==> config.mk <==
export PLATFORM = sky130hd
export DESIGN_NAME = multicycle_ctrl
export DESIGN_NICKNAME = d
export VERILOG_FILES = /design/src/rtl/multicycle_ctrl.sv
export SDC_FILE = /design/constraint.sdc
export NUM_CORES = 1
export LEC_CHECK = 0
export BUFFER_PORTS_ARGS = -buffer_cell sky130_fd_sc_hd__buf_2
export CAP_MARGIN = 20
export CORE_ASPECT_RATIO = 0.7
export CORE_UTILIZATION = 30
export DETAILED_ROUTE_END_ITERATION = 10
export SYNTH_ARGS = -nofsm -noshare
export SYNTH_HDL_FRONTEND = slang
export SYNTH_SLANG_ARGS = --single-unit
export TNS_END_PERCENT = 30
==> constraint.sdc <==
create_clock -name clk -period 2 [get_ports clk]
set_clock_uncertainty 0.15 [all_clocks]
set_input_delay 0.1 -clock clk [delete_from_list [all_inputs] [get_ports clk]]
set_output_delay 0.1 -clock clk [all_outputs]
set_load 0.01 [all_outputs]
==> src/rtl/multicycle_ctrl.sv <==
// Main control FSM for the multi-cycle RV32I core: sequences fetch/decode/exec/mem/wb and
// polices the unified memory port. Optional perf counters: define CTRL_PERF_CNT_EN.
module multicycle_ctrl #(
   parameter int unsigned MEM_TIMEOUT = 16,
   parameter int unsigned TO_W        = 5
) (
   input  logic       clk,
   input  logic       rst,
   input  logic [6:0] opcode,
   input  logic       br_cond,
   input  logic       mem_ready,
   output logic       mem_req,
   output logic       mem_we,
   output logic       addr_sel,
   output logic       ir_we,
   output logic       mdr_we,
   output logic       pc_we,
   output logic       pc_src,
   output logic       alu_a_sel,
   output logic       alu_b_sel,
   output logic [1:0] alu_op,
   output logic       reg_we,
   output logic [1:0] wb_sel,
   output logic       halt,
   output logic [1:0] err
`ifdef CTRL_PERF_CNT_EN
   ,
   output logic [31:0] cyc_cnt,
   output logic [31:0] ret_cnt
`endif
);

   localparam logic [6:0] OpLoad   = 7'b0000011;
   localparam logic [6:0] OpStore  = 7'b0100011;
   localparam logic [6:0] OpBranch = 7'b1100011;
   localparam logic [6:0] OpJal    = 7'b1101111;
   localparam logic [6:0] OpJalr   = 7'b1100111;
   localparam logic [6:0] OpLui    = 7'b0110111;
   localparam logic [6:0] OpAuipc  = 7'b0010111;
   localparam logic [6:0] OpOpImm  = 7'b0010011;
   localparam logic [6:0] OpOp     = 7'b0110011;

   localparam bit            ToEn   = (MEM_TIMEOUT != 0);
   localparam logic [TO_W-1:0] ToLast = TO_W'((MEM_TIMEOUT == 0) ? 0 : MEM_TIMEOUT - 1);

   typedef enum logic [2:0] {
      StIdle, StFetch, StDecode, StExec, StMem, StWb, StTrap
   } state_e;

   state_e          state_q, state_d;
   logic [TO_W-1:0] to_q, to_d;
   logic [1:0]      err_q, err_d;

   logic is_load, is_store, is_branch, is_jal, is_jalr, is_lui, is_auipc, is_opimm, is_op;
   logic legal, timed_out;

   assign is_load   = (opcode == OpLoad);
   assign is_store  = (opcode == OpStore);
   assign is_branch = (opcode == OpBranch);
   assign is_jal    = (opcode == OpJal);
   assign is_jalr   = (opcode == OpJalr);
   assign is_lui    = (opcode == OpLui);
   assign is_auipc  = (opcode == OpAuipc);
   assign is_opimm  = (opcode == OpOpImm);
   assign is_op     = (opcode == OpOp);
   assign legal = is_load | is_store | is_branch | is_jal | is_jalr | is_lui | is_auipc |
                  is_opimm | is_op;

   // A ready in the last allowed wait cycle still completes the access.
   assign timed_out = ToEn && !mem_ready && (to_q == ToLast);

   always_comb begin
      state_d   = state_q;
      err_d     = err_q;
      to_d      = '0;
      mem_req   = 1'b0;
      mem_we    = 1'b0;
      addr_sel  = 1'b0;
      ir_we     = 1'b0;
      mdr_we    = 1'b0;
      pc_we     = 1'b0;
      pc_src    = 1'b0;
      alu_a_sel = 1'b0;
      alu_b_sel = 1'b0;
      alu_op    = 2'b00;
      reg_we    = 1'b0;
      wb_sel    = 2'b00;
      halt      = 1'b0;
      case (state_q)
         StIdle: state_d = StFetch;
         StFetch: begin
            mem_req = 1'b1;
            if (mem_ready) begin
               ir_we   = 1'b1;
               pc_we   = 1'b1;
               state_d = StDecode;
            end else if (timed_out) begin
               state_d = StTrap;
               err_d   = 2'b10;
            end else begin
               to_d = to_q + TO_W'(1);
            end
         end
         StDecode: begin
            if (legal) begin
               state_d = StExec;
            end else begin
               state_d = StTrap;
               err_d   = 2'b01;
            end
         end
         StExec: begin
            if (is_load || is_store) begin
               alu_b_sel = 1'b1;
               state_d   = StMem;
            end else if (is_branch) begin
               alu_a_sel = 1'b1;
               alu_b_sel = 1'b1;
               pc_src    = 1'b1;
               pc_we     = br_cond;
               state_d   = StFetch;
            end else if (is_jal || is_jalr) begin
               alu_a_sel = is_jal;
               alu_b_sel = 1'b1;
               pc_src    = 1'b1;
               pc_we     = 1'b1;
               state_d   = StWb;
            end else if (is_op || is_opimm) begin
               alu_b_sel = is_opimm;
               alu_op    = 2'b01;
               state_d   = StWb;
            end else if (is_auipc) begin
               alu_a_sel = 1'b1;
               alu_b_sel = 1'b1;
               state_d   = StWb;
            end else if (is_lui) begin
               state_d = StWb;
            end else begin
               state_d = StTrap;
               err_d   = 2'b01;
            end
         end
         StMem: begin
            mem_req  = 1'b1;
            addr_sel = 1'b1;
            mem_we   = is_store;
            if (mem_ready) begin
               mdr_we  = is_load;
               state_d = is_load ? StWb : StFetch;
            end else if (timed_out) begin
               state_d = StTrap;
               err_d   = 2'b10;
            end else begin
               to_d = to_q + TO_W'(1);
            end
         end
         StWb: begin
            reg_we  = 1'b1;
            wb_sel  = is_load ? 2'b01 : (is_jal || is_jalr) ? 2'b10 : is_lui ? 2'b11 : 2'b00;
            state_d = StFetch;
         end
         StTrap: halt = 1'b1;
         default: state_d = StIdle;
      endcase
   end

   assign err = err_q;

   always_ff @(posedge clk or negedge rst) begin
      if (!rst) begin
         state_q <= StIdle;
         to_q    <= '0;
         err_q   <= 2'b00;
      end else begin
         state_q <= state_d;
         to_q    <= to_d;
         err_q   <= err_d;
      end
   end

`ifdef CTRL_PERF_CNT_EN
   logic [31:0] cyc_q, cyc_d, ret_q, ret_d;
   logic        ret_fire;

   always_comb begin
      ret_fire = (state_q == StWb) || ((state_q == StExec) && is_branch) ||
                 ((state_q == StMem) && is_store && mem_ready);
      cyc_d = cyc_q;
      ret_d = ret_q;
      if (state_q != StIdle && state_q != StTrap) cyc_d = cyc_q + 32'd1;
      if (ret_fire) ret_d = ret_q + 32'd1;
   end

   always_ff @(posedge clk or negedge rst) begin
      if (!rst) begin
         cyc_q <= '0;
         ret_q <= '0;
      end else begin
         cyc_q <= cyc_d;
         ret_q <= ret_d;
      end
   end

   assign cyc_cnt = cyc_q;
   assign ret_cnt = ret_q;
`endif

endmodule
==> metrics.cfg <==
[status]
outcome = completed

[worst_setup_path]
crit_path_top_delay_cell = or3_4
worstPathArrival_ns = 1.72
timing.critical_path.cells = nand2b_4 > or2_4 > or3_4 > o22ai_2 > buf_2
critical_path_buf_inv_count = 1
cp.required_ns = 1.75
critical_path.startpoint_type = flip-flop
timing.setup.critical_path_class = reg2out
max_stage_delay_ns = 0.39
worst_setup_path_end_kind = primary output
critical_path.max_fanout = 7
critical-path-top-delay-family = simple AND/OR/NAND/NOR gates

[drt]
post_drt_wl_per_cell_um = 14.2
drt_pre_antenna_iters = 4
vias_per_cell = 5.40
totalWireLength_um = 2340
route.vias.total = 891
ant_nets = 0
route.detailed.drc = 0
drt_iter0_markers = 40

[global_routing]
grt_start_max_net_pins = 13
groute.usage.overall_pct = 16.0
grt_first_pass_wirelength_um = 3590
number_of_global_route_vias_before_repair = 764
global_route.overflow_total = 0
antenna_found_initial = 0

[yosys]
syn_inst = 101
synth_edf_count = 0
ys.flop_type = dfrtp_1
postSynthRegisterBits = 10
ys_types = 47
seq_area_frac_synth_pct = 29.9
async_reset_ff_share_pct = 100
syn-num-nets = 113
synthesis_warning_total = 0
syn_area_sq_um = 838
post_synth.cell_area_avg_sq_um = 8.30

[cells_and_area]
layout-area-overhead-vs-synth_pct = 29.6
fin_nets = 145
regArea_sq_um = 251
multi_input_area_sq_um = 541
antennaDiodeCount = 0
fill_cells = 265
final_area_sq_um = 1090
drive_above_1_share_pct = 32.8

[timing]
fin_worst_hold_slack_ns = 0.131
setup_tns_ns = 0
clock.fmax_ghz = 0.507
final_hold_viol_count = 0
timing.final.setup_violations = 0
report.final.slew_viol_count = 0
final.period_utilization_pct = 98.6
layout_min_cycle_time_ns = 1.97

[clock_network]
cts_buffer_depth = 2
clock-root-buffer = clkbuf_8
tritoncts = built
clkLatencyLatePin_ns = 0.23
clock_sink_count = 10
ctsHtreeMaxLevel = 1
clkSlewWorstSetupHoldPaths_ns = 0.05
tritoncts.num_buffers = 3

[die]
chipHeight_um = 46.2
fp.coreArea_sq_um = 2550
chipWidth_um = 65.2
placementRows = 15
pin_count = 28
die_area_sq_um = 3010
floorplan.initialDensity_pct = 32.8

[run]
maxCapViolCount = 0

[place]
gp_routability_congestion = 0.792
place_area_sq_um = 991
numPortBuffers = 26
detailed_place_hpwl_um = 1700

[hold_path]
timing.hold.worst.class = in2async

[power]
powerDensity_nw_per_um2 = 835
ir_drop_mv = 0.416
p_leak_nw = 0.513

report_power, final:
group | switching (mW) | leakage, nW | total [mW] | internal (mW)
Sequential | 0.0323 | 0.126 | 0.271 | 0.239
Clock | 0.0697 | 0.0216 | 0.201 | 0.131
Combinational | 0.242 | 0.365 | 0.436 | 0.194
kinds of logic after synthesis:
logic type,share of synthesized area (%)
flops,29.9
xor+xnor,2.09
simple gates,34.5
buf+inv,7.76
compound gates,23.9
other cells,0.447
fa+ha+maj,1.49
timing repair:
item / in CTS / in global routing
cloned: 0 / 0
endpoints found under the hold margin: 12 / 0
gates resized for setup: 1 / 4
hold buffers: 2 / 0
endpoints found under the setup margin: 2 / 2
setup buffers: 0 / 2
registers in the layout, indices dropped and copies added (netlist names):
name,flops
err,2
state_q,3
to_q,5
cell type report:
| class | count | share of cell area, % |
|---|---|---|
| multi-input cells | 78 | 49.8 |
| flip-flops and latches | 10 | 23.2 |
| clock buffers | 3 | 3.80 |
| well taps | 34 | 3.92 |
| repair buffers | 32 | 16.6 |
| inverters | 8 | 2.76 |
routing by layer:
metal / wire length (um) / up-vias / global-route usage (%)
li1: - / 433 / -
met1: 1140 / 428 / 23.3
met2: 1050 / 28 / 22.5
met3: 133 / 2 / 4.95
met4: 13 / 0 / 3.91
met5: 0 / - / 0
worst register-to-register path, delay by kind of cell, from the launching register on:
family | cells | cell delay [ns]
compound gates | 2 | 0.26
flops | 1 | 0.39
simple gates | 2 | 0.46
fa+ha+maj | 1 | 0.25
metrics by stage:
| stage | utilization [%] | setup slack (ns) | cells | total power [mW] |
|---|---|---|---|---|
| 2_1_floorplan | - | 0.274 | 101 | 0.544 |
| 3_3_place_gp | 38.8 | 0.284 | 158 | 0.662 |
| 3_5_place_dp | 38.8 | 0.235 | 158 | 0.666 |
| 4_1_cts | 41.3 | 0.0670 | 163 | 0.874 |
| 5_1_grt | 42.5 | -0.0310 | 165 | 0.974 |
| 6_report | 42.5 | 0.0287 | 165 | 0.907 |
synth_stat cells, types with 2 or more instances:
library cell / count / area (sq um)
nor2_1: 11 / 41.3
dfrtp_1: 10 / 250
inv_1: 8 / 30.0
nand2b_1: 6 / 37.5
a21oi_1: 5 / 25.0
nand2_1: 5 / 18.8
nand3_1: 4 / 20.0
o21ai_0: 4 / 20.0
nor3_1: 3 / 15.0
or3_1: 3 / 18.8
a21o_1: 2 / 15.0
and3_1: 2 / 12.5
buf_4: 2 / 15.0
nand4b_1: 2 / 17.5
o22ai_1: 2 / 12.5
layout by cell type, fill, tap and decap left out, types with 2 or more instances in the layout:
cell and instances:
clkbuf_8 3, and3_1 2, nor2_1 11, nand4b_1 2
o21ai_0 4, buf_2 26, dlygate4sd3_1 2, or3_1 2
nand2b_1 6, dfrtp_1 9, or2_4 2, inv_1 8
nand3_1 4, a21oi_1 4, a21o_1 2, nand2_1 5
buf_4 4, nor3_1 3
worst paths after layout:
path                            startpoint    endpoint  slack (ns)  cells after the start
max in group asynchronous              rst  state_q[0]        1.36                      2
worst max-delay path            state_q[2]       pc_we        0.03                      5
worst min register to register     to_q[0]     to_q[0]        0.31                      1
min in group clk                 opcode[6]      err[1]        0.29                      4
worst max register to register     to_q[0]  state_q[0]        0.39                      5
worst min-delay path                   rst  state_q[2]        0.13                      2
No activity file was read; power rests on OpenSTA's default activity.
